## config.mk

```make
export PLATFORM = sky130hd
export DESIGN_NAME = stop_watch_lap_dp
export DESIGN_NICKNAME = d
export VERILOG_FILES = /design/src/rtl/stop_watch_pkg.sv /design/src/rtl/updown_time_cnt.sv /design/src/rtl/stop_watch_lap_dp.sv
export SDC_FILE = /design/constraint.sdc
export NUM_CORES = 1
export LEC_CHECK = 0
export CAP_MARGIN = 10
export CELL_PAD_IN_SITES_DETAIL_PLACEMENT = 0
export CELL_PAD_IN_SITES_GLOBAL_PLACEMENT = 1
export CORE_AREA = 2 2 148 150
export CTS_BUF_LIST = sky130_fd_sc_hd__clkbuf_2 sky130_fd_sc_hd__clkbuf_4 sky130_fd_sc_hd__clkbuf_8
export DETAILED_ROUTE_END_ITERATION = 10
export DIE_AREA = 0 0 150 152
export HOLD_SLACK_MARGIN = 0.05
export PLACE_DENSITY_LB_ADDON = 0.25
export SLEW_MARGIN = 40
export SYNTH_ARGS = -nofsm -noshare
export SYNTH_HDL_FRONTEND = slang
export SYNTH_SLANG_ARGS = --single-unit
```

## constraint.sdc

```tcl
create_clock -name clk -period 4.5 [get_ports clk]
set_clock_uncertainty 0.05 [all_clocks]
set_input_delay 0.675 -clock clk [delete_from_list [all_inputs] [get_ports clk]]
set_output_delay 0.675 -clock clk [all_outputs]
set_load 0.005 [all_outputs]
```

## src/rtl/stop_watch_pkg.sv

```systemverilog
// Shared constants for the stopwatch/timer datapath: field moduli, widths and count direction.
package stop_watch_pkg;
  localparam int SEC_MOD = 60;
  localparam int MIN_MOD = 60;
  localparam int SEC_W   = 6;
  localparam int MIN_W   = 6;

  typedef enum logic {
    MODE_UP   = 1'b0,
    MODE_DOWN = 1'b1
  } mode_e;
endpackage

```

## src/rtl/updown_time_cnt.sv

```systemverilog
// One modulo-TCNT time field counting up or down; o_carry flags the wrap in either direction.
module updown_time_cnt
  import stop_watch_pkg::*;
#(
  parameter int TCNT      = 60,
  parameter int BIT_WIDTH = 6
) (
  input  logic                 clk,
  input  logic                 rst,
  input  logic                 i_clear,
  input  logic                 i_tick,
  input  logic                 i_dir,
  input  logic                 i_load,
  input  logic [BIT_WIDTH-1:0] i_set,
  output logic [BIT_WIDTH-1:0] o_time,
  output logic                 o_carry,
  output logic                 o_zero
);
  localparam logic [BIT_WIDTH-1:0] MAX = BIT_WIDTH'(TCNT - 1);

  logic [BIT_WIDTH-1:0] time_q, time_d;
  logic                 count_up;
  logic                 at_limit;

  assign count_up = (mode_e'(i_dir) == MODE_UP);
  assign at_limit = count_up ? (time_q == MAX) : (time_q == '0);
  assign o_carry  = i_tick && at_limit;
  assign o_zero   = (time_q == '0);
  assign o_time   = time_q;

  always_comb begin
    time_d = time_q;
    if (i_clear) begin
      time_d = '0;
    end else if (i_load) begin
      time_d = (i_set > MAX) ? MAX : i_set;
    end else if (i_tick) begin
      if (count_up) time_d = at_limit ? '0 : time_q + 1'b1;
      else          time_d = at_limit ? MAX : time_q - 1'b1;
    end
  end

  always_ff @(posedge clk or posedge rst) begin
    if (rst) time_q <= '0;
    else     time_q <= time_d;
  end
endmodule

```

## src/rtl/stop_watch_lap_dp.sv

```systemverilog
// Stopwatch/timer datapath: clock-enable prescaler, four cascaded time fields,
// timer expiry flag and a lap-capture FIFO.
module stop_watch_lap_dp
  import stop_watch_pkg::*;
#(
  parameter  int CLK_FREQ  = 100_000_000,
  parameter  int TICK_HZ   = 100,
  parameter  int FRAC_MOD  = 100,
  parameter  int HOUR_MOD  = 24,
  parameter  int LAP_DEPTH = 4,
  localparam int FW        = $clog2(FRAC_MOD),
  localparam int HW        = $clog2(HOUR_MOD),
  localparam int CW        = $clog2(LAP_DEPTH + 1)
) (
  input  logic             clk,
  input  logic             rst,
  input  logic             i_run,
  input  logic             i_clear,
  input  logic             i_mode,
  input  logic             i_load,
  input  logic [FW-1:0]    i_set_frac,
  input  logic [SEC_W-1:0] i_set_sec,
  input  logic [MIN_W-1:0] i_set_min,
  input  logic [HW-1:0]    i_set_hour,
  input  logic             i_lap,
  input  logic             i_lap_rd,
  output logic [FW-1:0]    o_frac,
  output logic [SEC_W-1:0] o_sec,
  output logic [MIN_W-1:0] o_min,
  output logic [HW-1:0]    o_hour,
  output logic             o_done,
  output logic             o_ovf,
  output logic [FW-1:0]    o_lap_frac,
  output logic [SEC_W-1:0] o_lap_sec,
  output logic [MIN_W-1:0] o_lap_min,
  output logic [HW-1:0]    o_lap_hour,
  output logic             o_lap_valid,
  output logic [CW-1:0]    o_lap_count,
  output logic             o_lap_drop
);
  localparam int DIV = CLK_FREQ / TICK_HZ;
  localparam int PW  = (DIV > 1) ? $clog2(DIV) : 1;
  localparam int AW  = (LAP_DEPTH > 1) ? $clog2(LAP_DEPTH) : 1;
  localparam int EW  = HW + MIN_W + SEC_W + FW;

  mode_e         mode;
  logic [PW-1:0] pcnt_q, pcnt_d;
  logic          expired_q, expired_d;
  logic          done_q, done_d, ovf_q, ovf_d;
  logic          advance, tick_raw, time_tick;
  logic          frac_carry, sec_carry, min_carry, hour_carry;
  logic          frac_zero, sec_zero, min_zero, hour_zero, all_zero;

  assign mode      = mode_e'(i_mode);
  assign all_zero  = frac_zero && sec_zero && min_zero && hour_zero;
  assign advance   = i_run && !expired_q;
  assign tick_raw  = advance && (pcnt_q == PW'(DIV - 1));
  // Clear/load win over the tick; a countdown already at zero swallows it.
  assign time_tick = tick_raw && !i_clear && !i_load && !(mode == MODE_DOWN && all_zero);

  updown_time_cnt #(.TCNT(FRAC_MOD), .BIT_WIDTH(FW)) u_frac (
    .clk(clk), .rst(rst), .i_clear(i_clear), .i_tick(time_tick), .i_dir(i_mode),
    .i_load(i_load), .i_set(i_set_frac), .o_time(o_frac), .o_carry(frac_carry), .o_zero(frac_zero));
  updown_time_cnt #(.TCNT(SEC_MOD), .BIT_WIDTH(SEC_W)) u_sec (
    .clk(clk), .rst(rst), .i_clear(i_clear), .i_tick(frac_carry), .i_dir(i_mode),
    .i_load(i_load), .i_set(i_set_sec), .o_time(o_sec), .o_carry(sec_carry), .o_zero(sec_zero));
  updown_time_cnt #(.TCNT(MIN_MOD), .BIT_WIDTH(MIN_W)) u_min (
    .clk(clk), .rst(rst), .i_clear(i_clear), .i_tick(sec_carry), .i_dir(i_mode),
    .i_load(i_load), .i_set(i_set_min), .o_time(o_min), .o_carry(min_carry), .o_zero(min_zero));
  updown_time_cnt #(.TCNT(HOUR_MOD), .BIT_WIDTH(HW)) u_hour (
    .clk(clk), .rst(rst), .i_clear(i_clear), .i_tick(min_carry), .i_dir(i_mode),
    .i_load(i_load), .i_set(i_set_hour), .o_time(o_hour), .o_carry(hour_carry), .o_zero(hour_zero));

  always_comb begin
    pcnt_d    = pcnt_q;
    expired_d = expired_q;
    ovf_d     = time_tick && (mode == MODE_UP) && hour_carry;
    done_d    = time_tick && (mode == MODE_DOWN) && (o_frac == FW'(1))
                && sec_zero && min_zero && hour_zero;
    if (i_clear || i_load) begin
      pcnt_d    = '0;
      expired_d = 1'b0;
    end else begin
      if (advance) pcnt_d = tick_raw ? '0 : pcnt_q + 1'b1;
      if (mode == MODE_UP) expired_d = 1'b0;
      else if (done_d)     expired_d = 1'b1;
    end
  end

  always_ff @(posedge clk or posedge rst) begin
    if (rst) begin
      pcnt_q    <= '0;
      expired_q <= 1'b0;
      done_q    <= 1'b0;
      ovf_q     <= 1'b0;
    end else begin
      pcnt_q    <= pcnt_d;
      expired_q <= expired_d;
      done_q    <= done_d;
      ovf_q     <= ovf_d;
    end
  end

  assign o_done = done_q;
  assign o_ovf  = ovf_q;

  logic [EW-1:0] mem_q [LAP_DEPTH];
  logic [EW-1:0] mem_d [LAP_DEPTH];
  logic [AW-1:0] wr_ptr_q, wr_ptr_d, rd_ptr_q, rd_ptr_d;
  logic [CW-1:0] count_q, count_d;
  logic          drop_q, drop_d;
  logic          full, lap_pop, lap_push;
  logic [EW-1:0] head;

  assign full     = (count_q == CW'(LAP_DEPTH));
  assign lap_pop  = i_lap_rd && (count_q != '0);
  // A pop frees the slot on the same edge, so a full FIFO still accepts the push.
  assign lap_push = i_lap && (!full || lap_pop);

  always_comb begin
    mem_d    = mem_q;
    wr_ptr_d = wr_ptr_q;
    rd_ptr_d = rd_ptr_q;
    count_d  = count_q;
    drop_d   = drop_q;
    if (i_clear) begin
      wr_ptr_d = '0;
      rd_ptr_d = '0;
      count_d  = '0;
      drop_d   = 1'b0;
    end else begin
      if (lap_push) begin
        mem_d[wr_ptr_q] = {o_hour, o_min, o_sec, o_frac};
        wr_ptr_d        = wr_ptr_q + 1'b1;
      end
      if (lap_pop)          rd_ptr_d = rd_ptr_q + 1'b1;
      if (i_lap && !lap_push) drop_d = 1'b1;
      count_d = count_q + CW'(lap_push) - CW'(lap_pop);
    end
  end

  always_ff @(posedge clk or posedge rst) begin
    if (rst) begin
      mem_q    <= '{default: '0};
      wr_ptr_q <= '0;
      rd_ptr_q <= '0;
      count_q  <= '0;
      drop_q   <= 1'b0;
    end else begin
      mem_q    <= mem_d;
      wr_ptr_q <= wr_ptr_d;
      rd_ptr_q <= rd_ptr_d;
      count_q  <= count_d;
      drop_q   <= drop_d;
    end
  end

  assign head        = (count_q != '0) ? mem_q[rd_ptr_q] : '0;
  assign {o_lap_hour, o_lap_min, o_lap_sec, o_lap_frac} = head;
  assign o_lap_valid = (count_q != '0);
  assign o_lap_count = count_q;
  assign o_lap_drop  = drop_q;
endmodule

```

# Word level (Yosys, flattened, before mapping)

Index checks and enable logic that the tools add are counted.

Add/subtract/negate cells: 13
Multiply operators: 0
Div/mod/pow operators: 0
Magnitude comparators: 7
Equal/unequal tests: 8
Shift-type cells: 0
Muxes and demuxes: 52
Bitwise logic cells: 4
Reductions and logical operators: 46

Operators with widths:

| kind                                                                   | count |
|---|---|
| 96-bit bitwise mux                                                     | 1 |
| 24-bit two-way mux                                                     | 4 |
| 6-bit two-way mux                                                      | 14 |
| 20-bit two-way mux                                                     | 3 |
| 7-bit two-way mux                                                      | 7 |
| 24-bit binary-select mux with 2-bit select                             | 1 |
| 24-bit demux with 2-bit select                                         | 1 |
| 5-bit two-way mux                                                      | 7 |
| 1-bit logical AND                                                      | 24 |
| 20-bit by 1-bit adder with 20-bit output (second input constant)       | 1 |
| 20-bit equality test (second input constant)                           | 1 |
| 3-bit nonzero test                                                     | 5 |
| 6-bit by 1-bit adder with 6-bit output (second input constant)         | 2 |
| 6-bit equality test (second input constant)                            | 2 |
| 6-bit greater-than comparator (second input constant)                  | 2 |
| 6-bit zero test                                                        | 2 |
| 6-bit by 1-bit subtractor with 6-bit output (second input constant)    | 2 |
| 1-bit two-way mux                                                      | 9 |
| 2-bit two-way mux                                                      | 4 |
| 2-bit nonzero test                                                     | 4 |
| 7-bit by 1-bit adder with 7-bit output (second input constant)         | 1 |
| 7-bit by 1-bit equality test with 1-bit output (second input constant) | 1 |
| 7-bit equality test (second input constant)                            | 1 |
| 7-bit greater-than comparator (second input constant)                  | 1 |
| other kinds (20)                                                       | 30 |

Bits in registers: 151
Bits in latches: 0
Bits in writable memories: 0
Memory bits (read-only): 0
Bits of input ports: 32
Output and inout bits: 55
Word-level logic and storage cells: 146
Memories kept: 0

# Longest topological paths before layout

Depth in word-level cells: 15
Gate-level depth with buffers: 9
Gate-level depth less buffers: 8

# Hierarchy

A second synthesis with hierarchy kept.

Cell total of the unflattened synthesis: 752
Area total of the unflattened synthesis: 8,580.7 µm²

Modules (own cells, without submodules):

| module                       | instances | cells each | area each (µm²) | sequential area each (µm²) |
|---|---|---|---|---|
| stop_watch_lap_dp            | 1         | 444        | 6,004.5         | 3,178.0 |
| updown_time_cnt at u_min ... | 2         | 76         | 639.4           | 150.1 |
| updown_time_cnt at u_frac    | 1         | 96         | 782.0           | 175.2 |
| updown_time_cnt at u_hour    | 1         | 60         | 515.5           | 125.1 |

# Least setup slack after synthesis

Ideal clock, no wire load.

Path kind: register -> output
Start point: register rd_ptr_q[0]
End point: output port o_lap_min[0]
Arrival time: 1.724 ns
Required time: 3.775 ns
Setup slack: 2.051 ns
Cell stages (with the launch flop): 5
Buffers on the path: 2
Cell sequence: dfrtp_1 > clkbuf_1 > buf_2 > mux4_2 > and2_1

Word-level cells in the longest chain between the ends: 5

Ends and longest elaborated chain:

| what                                                   | RTL line                 | RTL |
|---|---|---|
| start: declaration                                     | stop_watch_lap_dp.sv:109 | `logic [AW-1:0] wr_ptr_q, wr_ptr_d, rd_ptr_q, rd_ptr_d;` |
| start signal: assignment                               | stop_watch_lap_dp.sv:152 | `rd_ptr_q <= rd_ptr_d;` |
| 2-bit inverter with 3-bit output (not written as such) | stop_watch_lap_dp.sv:158 | `assign head = (count_q != '0) ? mem_q[rd_ptr_q] : '0;` |
| 24-bit binary-select mux with 2-bit select             | stop_watch_lap_dp.sv:158 |  |
| 24-bit two-way mux (not written as such) (2 in series) | stop_watch_lap_dp.sv:158 |  |
| 24-bit two-way mux                                     | stop_watch_lap_dp.sv:158 |  |
| end: declaration                                       | stop_watch_lap_dp.sv:35  | `output logic [MIN_W-1:0] o_lap_min,` |

Every way passes these cells. The select of a mux whose other input is x is not followed.

# Worst setup path in the final report

Start point: register rd_ptr_q[1]
End point: output port o_lap_frac[6]

Word-level cells in the longest chain between the ends: 5

Ends and longest elaborated chain:

| what                                                   | RTL line                 | RTL |
|---|---|---|
| 2-bit inverter with 3-bit output (not written as such) | stop_watch_lap_dp.sv:158 |  |
| 24-bit binary-select mux with 2-bit select             | stop_watch_lap_dp.sv:158 |  |
| 24-bit two-way mux (not written as such) (2 in series) | stop_watch_lap_dp.sv:158 |  |
| 24-bit two-way mux                                     | stop_watch_lap_dp.sv:158 |  |
| end: declaration                                       | stop_watch_lap_dp.sv:33  | `output logic [FW-1:0] o_lap_frac,` |

Every way passes these cells. The select of a mux whose other input is x is not followed.

==> results.ini <==
[pwr]
leakage_uw=0.00412
combPwrFrac_pct=30.6
p_int_uw=2960
p_sw_uw=1430
seq_power_share_pct=45.4
vdd_drop_max_mv=0.262
power.share.clock_pct=24.0
switching_share_pct=32.6
pwr_density_cell_nw_per_um2=446

[logic_synthesis]
ys_ff_latch=151
avgSynthCellArea_um2=10.4
synthDistinctLibCells=76
syn-num-nets=859
synth_top_area_share_pct=45.1
ys_warn_count=0
netlist_area_um2=8380
synth_area_leaders=dfrtp_1 (45%), mux2_2 (7.0%), mux4_2 (6.4%)
ys_seq_area_share_pct=45.1
synthFlopType=dfrtp_1
ys_async_sr_fraction_pct=100
synth_commonest_cells=dfrtp_1 (151), nand2_1 (90), o21ai_0 (70)
syn-instance-count=807
synth_edf_count=0
yosysMostFrequentCell=dfrtp_1
synth_top_cell_by_area=dfrtp_1

[timing]
setup_viol=0
fin_setup_tns_ps=0
slew_headroom_pct=53.5
final_max_slew_viol_count=0
grt_setup_unrepaired=false
tightestPinTransition_ps=696
period_minus_slack_ps=3300
max_freq_mhz=303
hold_viol=0
finalCritPeriodShare_pct=73.4

[finish]
layout-drive-gt1-share_pct=18.1
instances_no_fill=1165
antenna_cells=0
final_util_pct=46.2
multiInputGateArea_um2=4240
fill_cells=2038
syn2layout_area_growth_pct=17.6
nets=924
register_area_um2=3780

[clock_tree]
clk_pin_slew_ps=100
cts_max_level=4
clock_latency_ps=470
cts.sinks=151
cts_resized=0
cts_hold_buf=0
post-cts-setup-buffers=0
cts_made_buffers=17
cts_tree=done
clock_tree.root_cell=clkbuf_8
clock_path_buffers=2

[grt]
grt_start_max_net_pins=59
grt_overflow_total=0
grt_first_pass_wirelength_um=35400
grt_use_total_pct=19.8
first_global_vias=6443
antenna_found_initial=0

[floorplan]
core_area_um2=21400
die_area_um2=22800
num_rows=54
fp.dieW_um=150
initial_core_util_pct=39.3
dieHeight_um=152
io_pins=87

[drt]
drc_errors=0
ant_nets=0
wirelength_um=21700
drt_iter0_drc=409
viasPerCell=5.39
drtPass1Iterations=4
vias=6279
post_drt_wl_per_cell_um=18.6

[place]
io_buffer_count=86
place_hpwl_um=14700
dp_cells=1133
place_congestion=0.814

[worst_hold_path]
hold_path_class=reg -> reg

[setup_path]
critPathLaunchType=flop
crit_required_ps=3770
critical_path.max_fanout=14
cp_data_arrival_time_ps=2580
crit_path_end_kind=primary output
crit_type=reg -> out

[job]
drv_cap=0

[run_status]
status=finished, final reports clean

[worst max-delay path, cell delays in order (launching register included)]
cell and delay [ps]:
dfrtp_1 750, buf_4 370, mux4_2 360, and2_1 180, clkdlybuf4s50_1 440
[per-layer routing]
layer  part of all wire, %  GRT usage [%]  wire length [µm]  vias up
met5                     0              0                 0        -
met4                   1.7           6.11               360        0
met3                   3.2           3.54               686       23
met2                    48           31.0             10300      114
met1                    47           28.1             10300     3123
li1                      -              -                 -     3019
[cell families after synthesis]
kind of cell,count (synthesis),share of synthesized area (%)
simple gates,280,17.0
compound gates,163,12.7
flops,151,45.1
mux,85,14.7
buf+inv,79,4.40
xor+xnor,29,3.03
fa+ha+maj,20,3.07
[state kept, by name (all words and copies together) (netlist names)]
register	cells
u_min.o_time	6
expired_q	1
u_frac.o_time	7
u_sec.o_time	6
rd_ptr_q	2
o_ovf	1
u_hour.o_time	5
o_lap_drop	1
mem_q	96
wr_ptr_q	2
o_lap_count	3
o_done	1
pcnt_q	20
[path summary, 6_finish.rpt]
check | start | slack (ps) | endpoint | cells after the start
max | rd_ptr_q[1]$_DFFE_PP0P_ | 1200 | o_lap_frac[6] | 4
min | mem_q[24]$_DFFE_PP0P_ | 430 | mem_q[24]$_DFFE_PP0P_ | 2
max reg2reg | u_sec.o_time[0]$_DFFE_PP0P_ | 1490 | u_frac.o_time[3]$_DFFE_PP0P_ | 8
min reg2reg | mem_q[24]$_DFFE_PP0P_ | 430 | mem_q[24]$_DFFE_PP0P_ | 2
max in group asynchronous | rst | 2980 | rd_ptr_q[0]$_DFFE_PP0P_ | 4
min in group asynchronous | rst | 520 | pcnt_q[4]$_DFFE_PP0P_ | 2
[cell type report]
cell class | instances | share of cell area (%)
Timing Repair Buffer | 101 | 10.1
Clock buffer | 19 | 2.59
Multi-Input combinational cell | 577 | 43.0
Tap cell | 280 | 3.55
Clock inverter | 13 | 1.38
Sequential cell | 151 | 38.4
Inverter | 24 | 0.952
[power groups by stage]
stage / clock network, µW / logic [µW] / registers, µW
floorplan: 0 / 976 / 1850
CTS: 1080 / 1370 / 2000
global route: 1140 / 1490 / 2060
finish: 1060 / 1340 / 2000
global placement: 0 / 1350 / 2020
detailed placement: 0 / 1360 / 2030
[cells in the final DEF (no fill, tap or decap), types with 5 or more instances in the layout]
cell type and n:
xnor2_1 15, a31oi_1 9, nor3_1 12, and3_1 6, mux2_2 52, buf_4 13, clkbuf_8 18, inv_1 21
mux2i_1 5, nor2b_1 6, nand4_1 6, nor2_1 65, o221ai_1 5, xor2_1 14, nand3_1 19, nor4_1 6
o22ai_1 5, nand2_1 89, clkdlybuf4s50_1 86, dfrtp_1 150, and2_1 25, mux4_2 24, ha_1 19, o31ai_1 6
o21ai_0 70, or2_2 6, o2111ai_1 7, a21oi_1 26
[per-stage QoR]
step | total power (µW) | area [µm²] | worst slack, ps | hold WS (ps)
3_5_place_dp | 3390 | 9460 | 858 | 415
4_1_cts | 4450 | 9850 | 1160 | 436
6_report | 4400 | 9860 | 1200 | 431
2_1_floorplan | 2830 | 8390 | 1870 | 395
5_1_grt | 4680 | 9860 | 1090 | 458
3_3_place_gp | 3370 | 9440 | 895 | 406
(Power assumes the default switching activity.)
